### config.mk
export PLATFORM = sky130hd
export DESIGN_NAME = cpu_debug_ctrl
export DESIGN_NICKNAME = d
export VERILOG_FILES = /design/src/rtl/cpu_debug_ctrl.sv
export SDC_FILE = /design/constraint.sdc
export NUM_CORES = 1
export LEC_CHECK = 0
export CORE_MARGIN = 2
export CORE_UTILIZATION = 53
export DETAILED_ROUTE_END_ITERATION = 6
export PLACE_DENSITY = 0.85
export SKIP_LAST_GASP = 1
export SLEW_MARGIN = 0
export SYNTH_ARGS = -nofsm -noshare
export SYNTH_HDL_FRONTEND = slang
export SYNTH_SLANG_ARGS = --single-unit
### constraint.sdc
create_clock -name clk -period 2.55 [get_ports clk]
set_input_delay 0.51 -clock clk [delete_from_list [all_inputs] [get_ports clk]]
set_output_delay 0.51 -clock clk [all_outputs]
set_load 0.05 [all_outputs]
### src/rtl/cpu_debug_ctrl.sv
// Run/step/breakpoint controller for the multicycle CPU: debounces the board keys,
// issues a one-cycle cpu_ce and drives an NCH-way registered debug display selector.
module cpu_debug_ctrl #(
    parameter int DIV_W  = 23,
    parameter int DBNC_W = 16,
    parameter int NCH    = 4,
    parameter int DATA_W = 16,
    parameter int PC_W   = 16,
    localparam int SEL_W = (NCH > 1) ? $clog2(NCH) : 1
) (
    input  logic                  clk,
    input  logic                  rst,
    input  logic                  key_mode_n,
    input  logic                  key_step_n,
    input  logic                  key_sel_n,
    input  logic                  bp_en,
    input  logic [PC_W-1:0]       bp_addr,
    input  logic [PC_W-1:0]       pc,
    input  logic [NCH*DATA_W-1:0] ch_data,
    output logic                  cpu_ce,
    output logic                  run,
    output logic                  halted_on_bp,
    output logic [SEL_W-1:0]      disp_sel,
    output logic [DATA_W-1:0]     disp_data,
    output logic                  heartbeat
);

    localparam int NKEY   = 3;
    localparam int K_MODE = 0;
    localparam int K_STEP = 1;
    localparam int K_SEL  = 2;

    typedef enum logic [1:0] {
        HALT,
        STEP,
        RUN
    } state_t;

    logic [NKEY-1:0]   key_raw;
    logic [NKEY-1:0]   key_meta;
    logic [NKEY-1:0]   key_sync;
    logic [NKEY-1:0]   key_lvl;
    logic [NKEY-1:0]   key_press;
    logic [DBNC_W-1:0] dbnc_cnt [NKEY];

    logic              mode_press;
    logic              step_press;
    logic              sel_press;

    state_t            state;
    logic [DIV_W-1:0]  div;
    logic [DIV_W-1:0]  div_inc;
    logic              bp_skip;
    logic              bp_hit;
    logic [DIV_W:0]    hb_cnt;

    assign key_raw = {key_sel_n, key_step_n, key_mode_n};

    // Keys idle high, so synchronisers and debounced levels reset to "released".
    always_ff @(posedge clk) begin
        if (rst) begin
            key_meta  <= '1;
            key_sync  <= '1;
            key_lvl   <= '1;
            key_press <= '0;
            for (int k = 0; k < NKEY; k++) begin
                dbnc_cnt[k] <= '0;
            end
        end else begin
            key_meta <= key_raw;
            key_sync <= key_meta;
            for (int k = 0; k < NKEY; k++) begin
                key_press[k] <= 1'b0;
                if (key_sync[k] == key_lvl[k]) begin
                    dbnc_cnt[k] <= '0;
                end else if (&dbnc_cnt[k]) begin
                    dbnc_cnt[k]  <= '0;
                    key_lvl[k]   <= key_sync[k];
                    // NOTE: non-blocking, so key_lvl here is still the pre-flip level;
                    // a press is the 1->0 flip only.
                    key_press[k] <= key_lvl[k];
                end else begin
                    dbnc_cnt[k] <= dbnc_cnt[k] + DBNC_W'(1);
                end
            end
        end
    end

    assign mode_press = key_press[K_MODE];
    assign step_press = key_press[K_STEP];
    assign sel_press  = key_press[K_SEL];

    assign div_inc = div + DIV_W'(1);
    assign bp_hit  = bp_en && (pc == bp_addr) && !bp_skip;

    // cpu_ce is registered one edge ahead so it is high exactly while div is all ones.
    always_ff @(posedge clk) begin
        if (rst) begin
            state        <= HALT;
            div          <= '0;
            bp_skip      <= 1'b0;
            cpu_ce       <= 1'b0;
            halted_on_bp <= 1'b0;
        end else begin
            cpu_ce <= 1'b0;
            case (state)
                HALT: begin
                    if (mode_press) begin
                        state        <= RUN;
                        div          <= '0;
                        bp_skip      <= 1'b1;
                        halted_on_bp <= 1'b0;
                    end else if (step_press) begin
                        state        <= STEP;
                        cpu_ce       <= 1'b1;
                        halted_on_bp <= 1'b0;
                    end
                end
                STEP: begin
                    state <= HALT;
                end
                RUN: begin
                    if (mode_press) begin
                        state <= HALT;
                        div   <= '0;
                    end else begin
                        div <= div_inc;
                        if (&div_inc) begin
                            if (bp_hit) begin
                                state        <= HALT;
                                halted_on_bp <= 1'b1;
                            end else begin
                                cpu_ce  <= 1'b1;
                                bp_skip <= 1'b0;
                            end
                        end
                    end
                end
                default: begin
                    state <= HALT;
                end
            endcase
        end
    end

    assign run = (state == RUN);

    always_ff @(posedge clk) begin
        if (rst) begin
            disp_sel  <= '0;
            disp_data <= '0;
        end else begin
            if (sel_press) begin
                disp_sel <= (disp_sel == SEL_W'(NCH - 1)) ? '0 : disp_sel + SEL_W'(1);
            end
            disp_data <= ch_data[int'(disp_sel)*DATA_W +: DATA_W];
        end
    end

    always_ff @(posedge clk) begin
        if (rst) begin
            hb_cnt <= '0;
        end else begin
            hb_cnt <= hb_cnt + (DIV_W + 1)'(1);
        end
    end

    assign heartbeat = hb_cnt[DIV_W];

endmodule

# Word level (Yosys, flattened, before mapping)
# Memories as Yosys holds them, arrays and structs flattened.
# Cells that the tools add are included.
[word_totals]
reg_bits = 82
mem_bits_rw = 48
in_bits = 102
output_inout_bits = 22
wordCells = 143
n_memories = 1
[memory_table]
columns = ["name", "words", "word_bits", "rd", "rd_clocked_by_memory_dff", "write_ports", "line", "source"]
rows = [
  ["dbnc_cnt", 3, 16, 3, 0, 3, "44", "logic [DBNC_W-1:0] dbnc_cnt [NKEY];"],
]
[classes]
add_sub_neg = 6
n_eq_ne = 14
shift = 1
n_mux = 71
n_bitwise = 15
n_reduce_logical = 19
[ops]
columns = ["operator", "n"]
rows = [
  ["16-bit 2-to-1 mux", 9],
  ["64-bit by 7-bit variable part select with 16-bit output", 1],
  ["17-bit AND reduction", 3],
  ["1-bit 2-to-1 mux", 49],
  ["16-bit by 1-bit adder with 16-bit output (second input constant)", 3],
  ["16-bit AND reduction", 3],
  ["23-bit 2-to-1 mux", 2],
  ["23-bit one-hot mux with 2 select lines", 1],
  ["24-bit by 1-bit adder with 24-bit output (second input constant)", 1],
  ["23-bit by 1-bit adder with 23-bit output (second input constant)", 1],
  ["23-bit AND reduction", 1],
  ["16-bit equality test", 1],
  ["2-bit 2-to-1 mux", 6],
  ["5-bit AND reduction", 2],
  ["1-bit bitwise OR", 9],
  ["3-bit OR reduction", 3],
  ["2-bit inequality test (second input constant)", 3],
  ["3-bit by 1-bit inequality test with 1-bit output (second input constant)", 2],
  ["1-bit inverter", 6],
  ["1-bit one-hot mux with 2 select lines", 3],
  ["2-bit equality test (second input constant)", 2],
  ["2-bit by 1-bit inequality test with 1-bit output (second input constant)", 2],
  ["2-bit one-hot mux with 2 select lines", 1],
  ["1-bit equality test", 3],
  ["8 further kinds", 9],
]

# Logic depth before layout (Yosys ltp)
# Gate-level depths: netlist (run 1).
[depth]
ltp_word = 7
ltp_mapped = 9
mapped_depth_nobuf = 8

# Least setup slack after synthesis (run 1)
# No wires, ideal clock.
[synth_path]
kind = "flip-flop to flip-flop"
startpoint = "register div[0]"
endpoint = "register bp_skip"
setup_time_ns = 0.115
arrival_ns = 2.221
required_time_ns = 2.435
setup_slack_ns = 0.214
path_stages_with_launch = 9
path_buffers = 0
period_less_slack_ns = 2.336
cell_sequence = "dfxtp_1 > ha_1 > nand3_2 > nor4_4 > xnor2_1 > or4_1 > nor4_1 > nand4_1 > and2_1"
[synth_via]
elab_chain_cells = 4
[synth_lines]
columns = ["item", "line", "source"]
rows = [
  ["from (decl)", "51", "logic [DIV_W-1:0] div;"],
  ["from (signal assigned)", "127", "div <= div_inc;"],
  ["23-bit by 1-bit adder with 23-bit output", "93", "assign div_inc = div + DIV_W'(1);"],
  ["23-bit AND reduction", "128", "if (&div_inc) begin"],
  ["2-bit by 1-bit inequality test with 1-bit output (no line)", "n/a", ""],
  ["5-bit AND reduction (no line)", "n/a", ""],
  ["to (signal assigned)", "101", "bp_skip <= 1'b0;"],
  ["to (signal assigned)", "111", "bp_skip <= 1'b1;"],
  ["to (signal assigned)", "134", "bp_skip <= 1'b0;"],
  ["to (decl)", "53", "logic bp_skip;"],
]
# Every way passes these cells.
# A chain may end at the register's enable or synchronous reset.

# Worst setup path in the final report (run 1)
# Ends and elaborated chain as after synthesis.

==> flow_metrics.py, run 1 <==
metrics = {
    "run_status": {
        "status": "finished, final reports clean",
    },
    "cts": {
        "cts.sinks": 130,
        "clockBufferDepth": 2,
        "cts.hold.buffers_added": 0,
        "cts_inserted_buffers": 17,
        "cts_tree": "done",
        "h-tree-depth": 4,
        "clkLatencyLatePin_ns": 0.41,
        "clk_pin_slew_ns": 0.06,
        "root_buffer": "clkbuf_16",
    },
    "route": {
        "drtPass1Iterations": 5,
        "route.detailed.drc": 0,
        "num_vias": 5802,
        "routed_wl_mm": 16.4,
        "drt_iter0_drc": 327,
        "routedWlPerCell_um": 15.5,
        "viasPerCell": 5.49,
        "detail-route-antenna-nets": 0,
    },
    "yosys": {
        "synth_simple_gate_area_frac": 0.260,
        "synth.distinct_cells": 50,
        "synthXorXnorAreaFrac": 0.114,
        "ys_seq_elements": 130,
        "yosysSeqAreaShare": 0.463,
        "muxShareOfSynthArea": 0.0586,
        "syn_avg_cell_area_sq_um": 9.54,
        "yosys_warnings": 0,
        "synth_top_family_by_area": "simple AND/OR/NAND/NOR gates",
        "synth_compound_area_frac": 0.0637,
        "synthAdderAreaFrac": 0.0131,
        "netlist_instances": 698,
        "syn-cell-area_sq_mm": 0.00666,
    },
    "finish": {
        "design_area_sq_mm": 0.00889,
        "post-route-util": 0.731,
        "area_delta_synth_final_pct": 33.5,
        "n_antenna_cell": 0,
        "nets": 984,
        "drive_gt1_frac": 0.106,
        "layout_common_cells": "clkdlybuf4s50_1, nor2_1, dfxtp_1, nand2_1, xor2_1",
        "layout_commonest_cell": "clkdlybuf4s50_1",
    },
    "global_routing": {
        "grt_start_max_net_pins": 74,
        "grt.overflow.total": 0,
        "grt_use_total": 0.256,
        "grt_pass1_vias": 5933,
        "grt_pass1_wl_mm": 27.0,
        "antenna_found_initial": 0,
    },
    "setup_path": {
        "end_kind": "flop",
        "worstPathArrival_ns": 2.72,
        "cp.required_ns": 2.86,
        "crit_type": "flop to flop",
        "critPathMaxFanout": 5,
        "startpoint_type": "flop",
    },
    "timing": {
        "worst_slew_pin_slew_ns": 0.556,
        "final_hold_viol_count": 0,
        "max_clock_freq_ghz": 0.414,
        "fin_setup_tns_ns": 0,
        "finalCritPeriodShare": 0.947,
        "slew_headroom": 0.629,
        "skew_ns": 0.00666,
        "fin_crit_ns": 2.42,
        "fin_ws_ns": 0.135,
        "slew_viol_final": 0,
        "setup_viol": 0,
        "rsz0062_at_grt": "true",
    },
    "die": {
        "die_w_um": 116,
        "die_y_um": 116,
        "ios": 124,
        "initial_utilization": 0.548,
        "core_sq_mm": 0.0122,
        "rows": 40,
        "die_area_sq_mm": 0.0135,
    },
    "power": {
        "power_mw": 4.89,
        "ir_worst_vdd_mv": 0.401,
        "p_leak_nw": 3.09,
        "power_density_mw_per_mm2": 549,
    },
    "place": {
        "dp_hpwl_mm": 11.8,
        "port_buffers": 123,
        "place_area_sq_mm": 0.00831,
        "place.gp.congestion": 0.923,
        "dpl_worst_slack_ns": 0.123,
    },
    "worst_hold_path": {
        "holdCritPathClass": "flop to flop",
    },
    "flow_run": {
        "maxCapViolCount": 0,
    },
}
-- sequential cells by signal (all words and copies together) (netlist names), 2 cells and up --
register   flops
state          2
div           23
key_lvl        3
key_meta       3
disp_data     16
dbnc_cnt      48
key_press      3
key_sync       3
disp_sel       2
hb_cnt        24
-- where the power goes --
group	leakage (nW)	internal, mW	total (mW)	switching, mW
clock network	0.267	1.35	2.25	0.895
registers	1.16	2.21	2.25	0.0414
logic	1.67	0.228	0.392	0.164
total	3.09	3.79	4.89	1.10
-- metrics by stage --
step | hold WS [ns] | instances
2_1_floorplan | 0.389 | 745
3_3_place_gp | 0.396 | 1024
3_5_place_dp | 0.401 | 1024
4_1_cts | 0.420 | 1056
5_1_grt | 0.446 | 1056
6_report | 0.414 | 1056
-- what timing repair did --
action / in CTS / in global routing
setup buffers: 0 / 0
gates resized for setup: 0 / 5
endpoints found under the setup margin: 0 / 3
-- synthesized netlist by cell type (all sizes together) --
| library cell | instances | share of area |
|---|---|---|
| o22ai | 1 | 0.00094 |
| nand4b | 1 | 0.0013 |
| xor2 | 50 | 0.066 |
| nor2b | 21 | 0.020 |
| a22oi | 3 | 0.0034 |
| and4 | 5 | 0.0066 |
| a211oi | 3 | 0.0034 |
| o211a | 1 | 0.0015 |
| or4b | 1 | 0.0015 |
| mux2i | 3 | 0.0045 |
| nand3 | 31 | 0.025 |
| and3 | 9 | 0.0085 |
| nor4b | 3 | 0.0039 |
| o21ai | 19 | 0.014 |
| a32o | 1 | 0.0015 |
| mux4 | 16 | 0.054 |
| or4 | 2 | 0.0028 |
| buf | 11 | 0.0086 |
| nand2b | 12 | 0.011 |
| a41oi | 2 | 0.0026 |
| xnor2 | 37 | 0.049 |
| nor2 | 116 | 0.065 |
| a31oi | 4 | 0.0038 |
| and2 | 2 | 0.0019 |
| nor3 | 19 | 0.015 |
| nand4 | 29 | 0.030 |
| nand2 | 54 | 0.030 |
| inv | 10 | 0.0056 |
| a21oi | 29 | 0.022 |
| conb | 1 | 0.00056 |
| dfxtp | 82 | 0.25 |
| nor4 | 10 | 0.012 |
| ha | 7 | 0.013 |
| nor3b | 1 | 0.0011 |
| edfxtp | 48 | 0.22 |
| nand3b | 3 | 0.0034 |
| a311oi | 7 | 0.0092 |
| or3 | 11 | 0.011 |
| or2 | 10 | 0.0094 |
| clkbuf | 22 | 0.012 |
| o22a | 1 | 0.0013 |
-- cells by family after synthesis --
| logic type | Yosys count |
|---|---|
| AND/OR/NAND/NOR | 340 |
| flip-flops | 130 |
| XOR/XNOR | 87 |
| AO/OA/AOI/OAI | 71 |
| buffers and inverters | 43 |
| multiplexers | 19 |
| adder cells (fa/ha/maj) | 7 |
| other | 1 |
-- critical path: stages, from the launching register on --
cell,delay [ns]
dfxtp_1,0.34
ha_2,0.24
nand3_2,0.14
nor4_4,0.36
xnor2_2,0.13
or4_1,0.55
nor4_2,0.26
nand4_1,0.13
and2_1,0.16
-- final timing paths --
check	from	endpoint	slack (ns)	cells past startpoint
min	key_meta[2]$_SDFF_PP1_	key_sync[2]$_SDFF_PP1_	0.41	1
max reg2reg	div[0]$_SDFFE_PP0P_	bp_skip$_SDFFE_PP0P_	0.13	8
max	div[0]$_SDFFE_PP0P_	bp_skip$_SDFFE_PP0P_	0.13	8
min reg2reg	key_meta[2]$_SDFF_PP1_	key_sync[2]$_SDFF_PP1_	0.41	1
-- metal layers --
metal / GRT usage / up-vias / share of wire
li1: - / 2775 / -
met2: 0.472 / 246 / 0.52
met1: 0.283 / 2749 / 0.39
met5: 0 / - / 0
met4: 0.0913 / 0 / 0.020
met3: 0.0701 / 32 / 0.073
-- cell type report --
class / count / area [sq um]
Clock buffer: 21 / 482
Multi-Input combinational cell: 572 / 3600
Tap cell: 168 / 210
Sequential cell: 130 / 3080
Timing Repair Buffer: 144 / 1410
Inverter: 10 / 37.5
Clock inverter: 11 / 76.3
Fill cell: 880 / 3270
Note: power is estimated with default switching activity, not from simulation.
==> run 2: changes to the inputs <==
--- a/config.mk
+++ b/config.mk
@@ -5,10 +5,12 @@
 export SDC_FILE = /design/constraint.sdc
 export NUM_CORES = 1
 export LEC_CHECK = 0
+export CORE_ASPECT_RATIO = 0.8
 export CORE_MARGIN = 2
-export CORE_UTILIZATION = 53
+export CORE_UTILIZATION = 48
 export DETAILED_ROUTE_END_ITERATION = 6
-export PLACE_DENSITY = 0.85
+export MAX_ROUTING_LAYER = met4
+export PLACE_DENSITY = 0.81
 export SKIP_LAST_GASP = 1
 export SLEW_MARGIN = 0
 export SYNTH_ARGS = -nofsm -noshare
==> constraint.sdc (replaced) <==
create_clock -name clk -period 2.12 [get_ports clk]
set_input_delay 0.424 -clock clk [delete_from_list [all_inputs] [get_ports clk]]
set_output_delay 0.424 -clock clk [all_outputs]
set_load 0.05 [all_outputs]
==> run 2 against run 1 <==
Against the previous run: the flow now finishes with violations (negative setup slack); maximum frequency grew 13%; non-clock buffer count grew 44; count of clock-buffer cells in the layout grew 4; sequential cell count is the same; die area grew 10%; worst setup slack lost 0.15 ns; first-iteration DRC count shrank 2.8%; global-route usage shrank 2.2 points.
==> flow_metrics.py, run 2 (same netlist as run 1, synthesis figures left out) <==
metrics = {
    "setup_path": {
        "end_kind": "flop",
        "startpoint_type": "flop",
        "worstPathArrival_ns": 2.44,
        "critPathMaxFanout": 4,
        "cp.required_ns": 2.43,
        "crit_type": "flop to flop",
        "reg2reg_slack_ns": -0.01,
    },
    "finish": {
        "area_delta_synth_final_pct": 40.2,
        "largest_reg_flops": 48,
        "drive_gt1_frac": 0.168,
        "layout.cells.non_filler": 1112,
        "largest_register": "dbnc_cnt",
        "layout_commonest_cell": "clkdlybuf4s50_1",
        "n_antenna_cell": 0,
        "reg.largest.list": "dbnc_cnt (48), hb_cnt (24), div (23)",
        "layout_common_cells": "clkdlybuf4s50_1, nor2_1, dfxtp_1, buf_4, nand2_1",
        "num-fill-cells": 1058,
        "nets": 1028,
        "post-route-util": 0.689,
    },
    "global_routing": {
        "grt.overflow.total": 0,
        "grt_pass1_vias": 5678,
        "grt_use_total": 0.234,
        "antenna_found_initial": 0,
        "grt_start_max_net_pins": 65,
        "grt_pass1_wl_mm": 26.2,
    },
    "timing": {
        "slew_viol_final": 0,
        "fin_setup_tns_ns": -0.0127,
        "setup_viol": 1,
        "fin_ws_ns": -0.0127,
        "fin_crit_ns": 2.13,
        "skew_ns": 0.00626,
        "finalCritPeriodShare": 1.01,
        "rsz0062_at_grt": "true",
        "slew_headroom": 0.565,
        "final_hold_viol_count": 0,
        "worst_slew_pin_slew_ns": 0.653,
        "max_clock_freq_ghz": 0.469,
    },
    "cts": {
        "clockBufferDepth": 2,
        "cts_tree": "done",
        "clk_pin_slew_ns": 0.06,
        "h-tree-depth": 4,
        "clkLatencyLatePin_ns": 0.41,
        "root_buffer": "clkbuf_16",
        "cts_inserted_buffers": 17,
        "cts.hold.buffers_added": 0,
        "cts.sinks": 130,
    },
    "die": {
        "rows": 38,
        "die_y_um": 109,
        "initial_utilization": 0.492,
        "core_sq_mm": 0.0136,
        "die_area_sq_mm": 0.0148,
        "ios": 124,
        "die_w_um": 136,
    },
    "route": {
        "route.detailed.drc": 0,
        "drtPass1Iterations": 5,
        "detail-route-antenna-nets": 0,
        "drt_iter0_drc": 318,
        "viasPerCell": 5.19,
        "routed_wl_mm": 16.1,
        "routedWlPerCell_um": 14.5,
        "num_vias": 5774,
    },
    "run_status": {
        "status": "finished, violations left",
        "violations": "negative setup slack",
    },
    "place": {
        "dp_hpwl_mm": 11.7,
        "dpl_worst_slack_ns": -0.127,
        "dp.cells": 1078,
        "port_buffers": 123,
        "place.gp.congestion": 0.969,
    },
    "power": {
        "power_density_mw_per_mm2": 632,
        "ir_worst_vdd_mv": 0.685,
        "p_leak_nw": 3.36,
        "power_mw": 5.91,
    },
    "worst_hold_path": {
        "holdCritPathClass": "input pin to flop",
    },
    "flow_run": {
        "maxCapViolCount": 0,
    },
}
==> run 2: changes by cell type in the layout (fill, tap and decap cells not counted), moves of 3 or more <==
cell / previous run / this run
buf_4: 21 / 66
dfxtp_1: 82 / 69
dfxtp_2: 0 / 11
clkinvlp_4: 4 / 1
==> run 2: layout make-up <==
class	instances	area, sq um	share of cell area
Timing Repair Buffer	188	1730	0.185
Inverter	10	37.5	0.00402
Multi-Input combinational cell	572	3680	0.394
Tap cell	180	225	0.0241
Sequential cell	130	3100	0.332
Clock buffer	25	517	0.0553
Clock inverter	7	46.3	0.00496
==> run 2: through the flow <==
stage	instance area [sq um]	hold WS [ns]
after floorplan	6880	0.389
after detailed placement	8670	0.396
after global routing	9340	0.394
after global placement	8670	0.393
after CTS	9290	0.383
final	9340	0.383
==> run 2: report_power, final <==
group / internal (mW) / total [mW] / switching (mW) / leakage [nW]
combinational: 0.277 / 0.470 / 0.194 / 1.92
sequential: 2.65 / 2.70 / 0.0479 / 1.17
clock: 1.69 / 2.74 / 1.05 / 0.279
total: 4.62 / 5.91 / 1.29 / 3.36
==> run 2: critical path: stages, from the launching register on <==
cell and delay (ns):
dfxtp_4 0.37, nand4_1 0.14, or3_4 0.40, or4_4 0.44
xor2_2 0.17, nor4_1 0.21, nand4_1 0.16, and2_1 0.16
==> run 2: path summary, 6_finish.rpt <==
| path | from | depth (start not counted) | endpoint |
|---|---|---|---|
| hold reg to reg | key_meta[2]$_SDFF_PP1_ | 1 | key_sync[2]$_SDFF_PP1_ |
| hold / removal | rst | 2 | key_press[0]$_SDFF_PP0_ |
| setup reg to reg | div[0]$_SDFFE_PP0P_ | 7 | bp_skip$_SDFFE_PP0P_ |
| setup / recovery | div[0]$_SDFFE_PP0P_ | 7 | bp_skip$_SDFFE_PP0P_ |
==> run 2: metal layers <==
metal / vias to the layer above / GRT usage / wire length (um)
li1: 2860 / - / -
met1: 2694 / 0.280 / 6990
met2: 198 / 0.395 / 7760
met3: 22 / 0.0650 / 1140
met4: 0 / 0.0580 / 189
met5: - / - / 0
==> run 2: what timing repair did <==
| action | CTS | global route |
|---|---|---|
| setup endpoints to repair | 4 | 4 |
| pin swaps | 8 | 7 |
| buffers inserted | 2 | 0 |
| gates resized for setup | 15 | 8 |
| hold endpoints to repair | 0 | 0 |
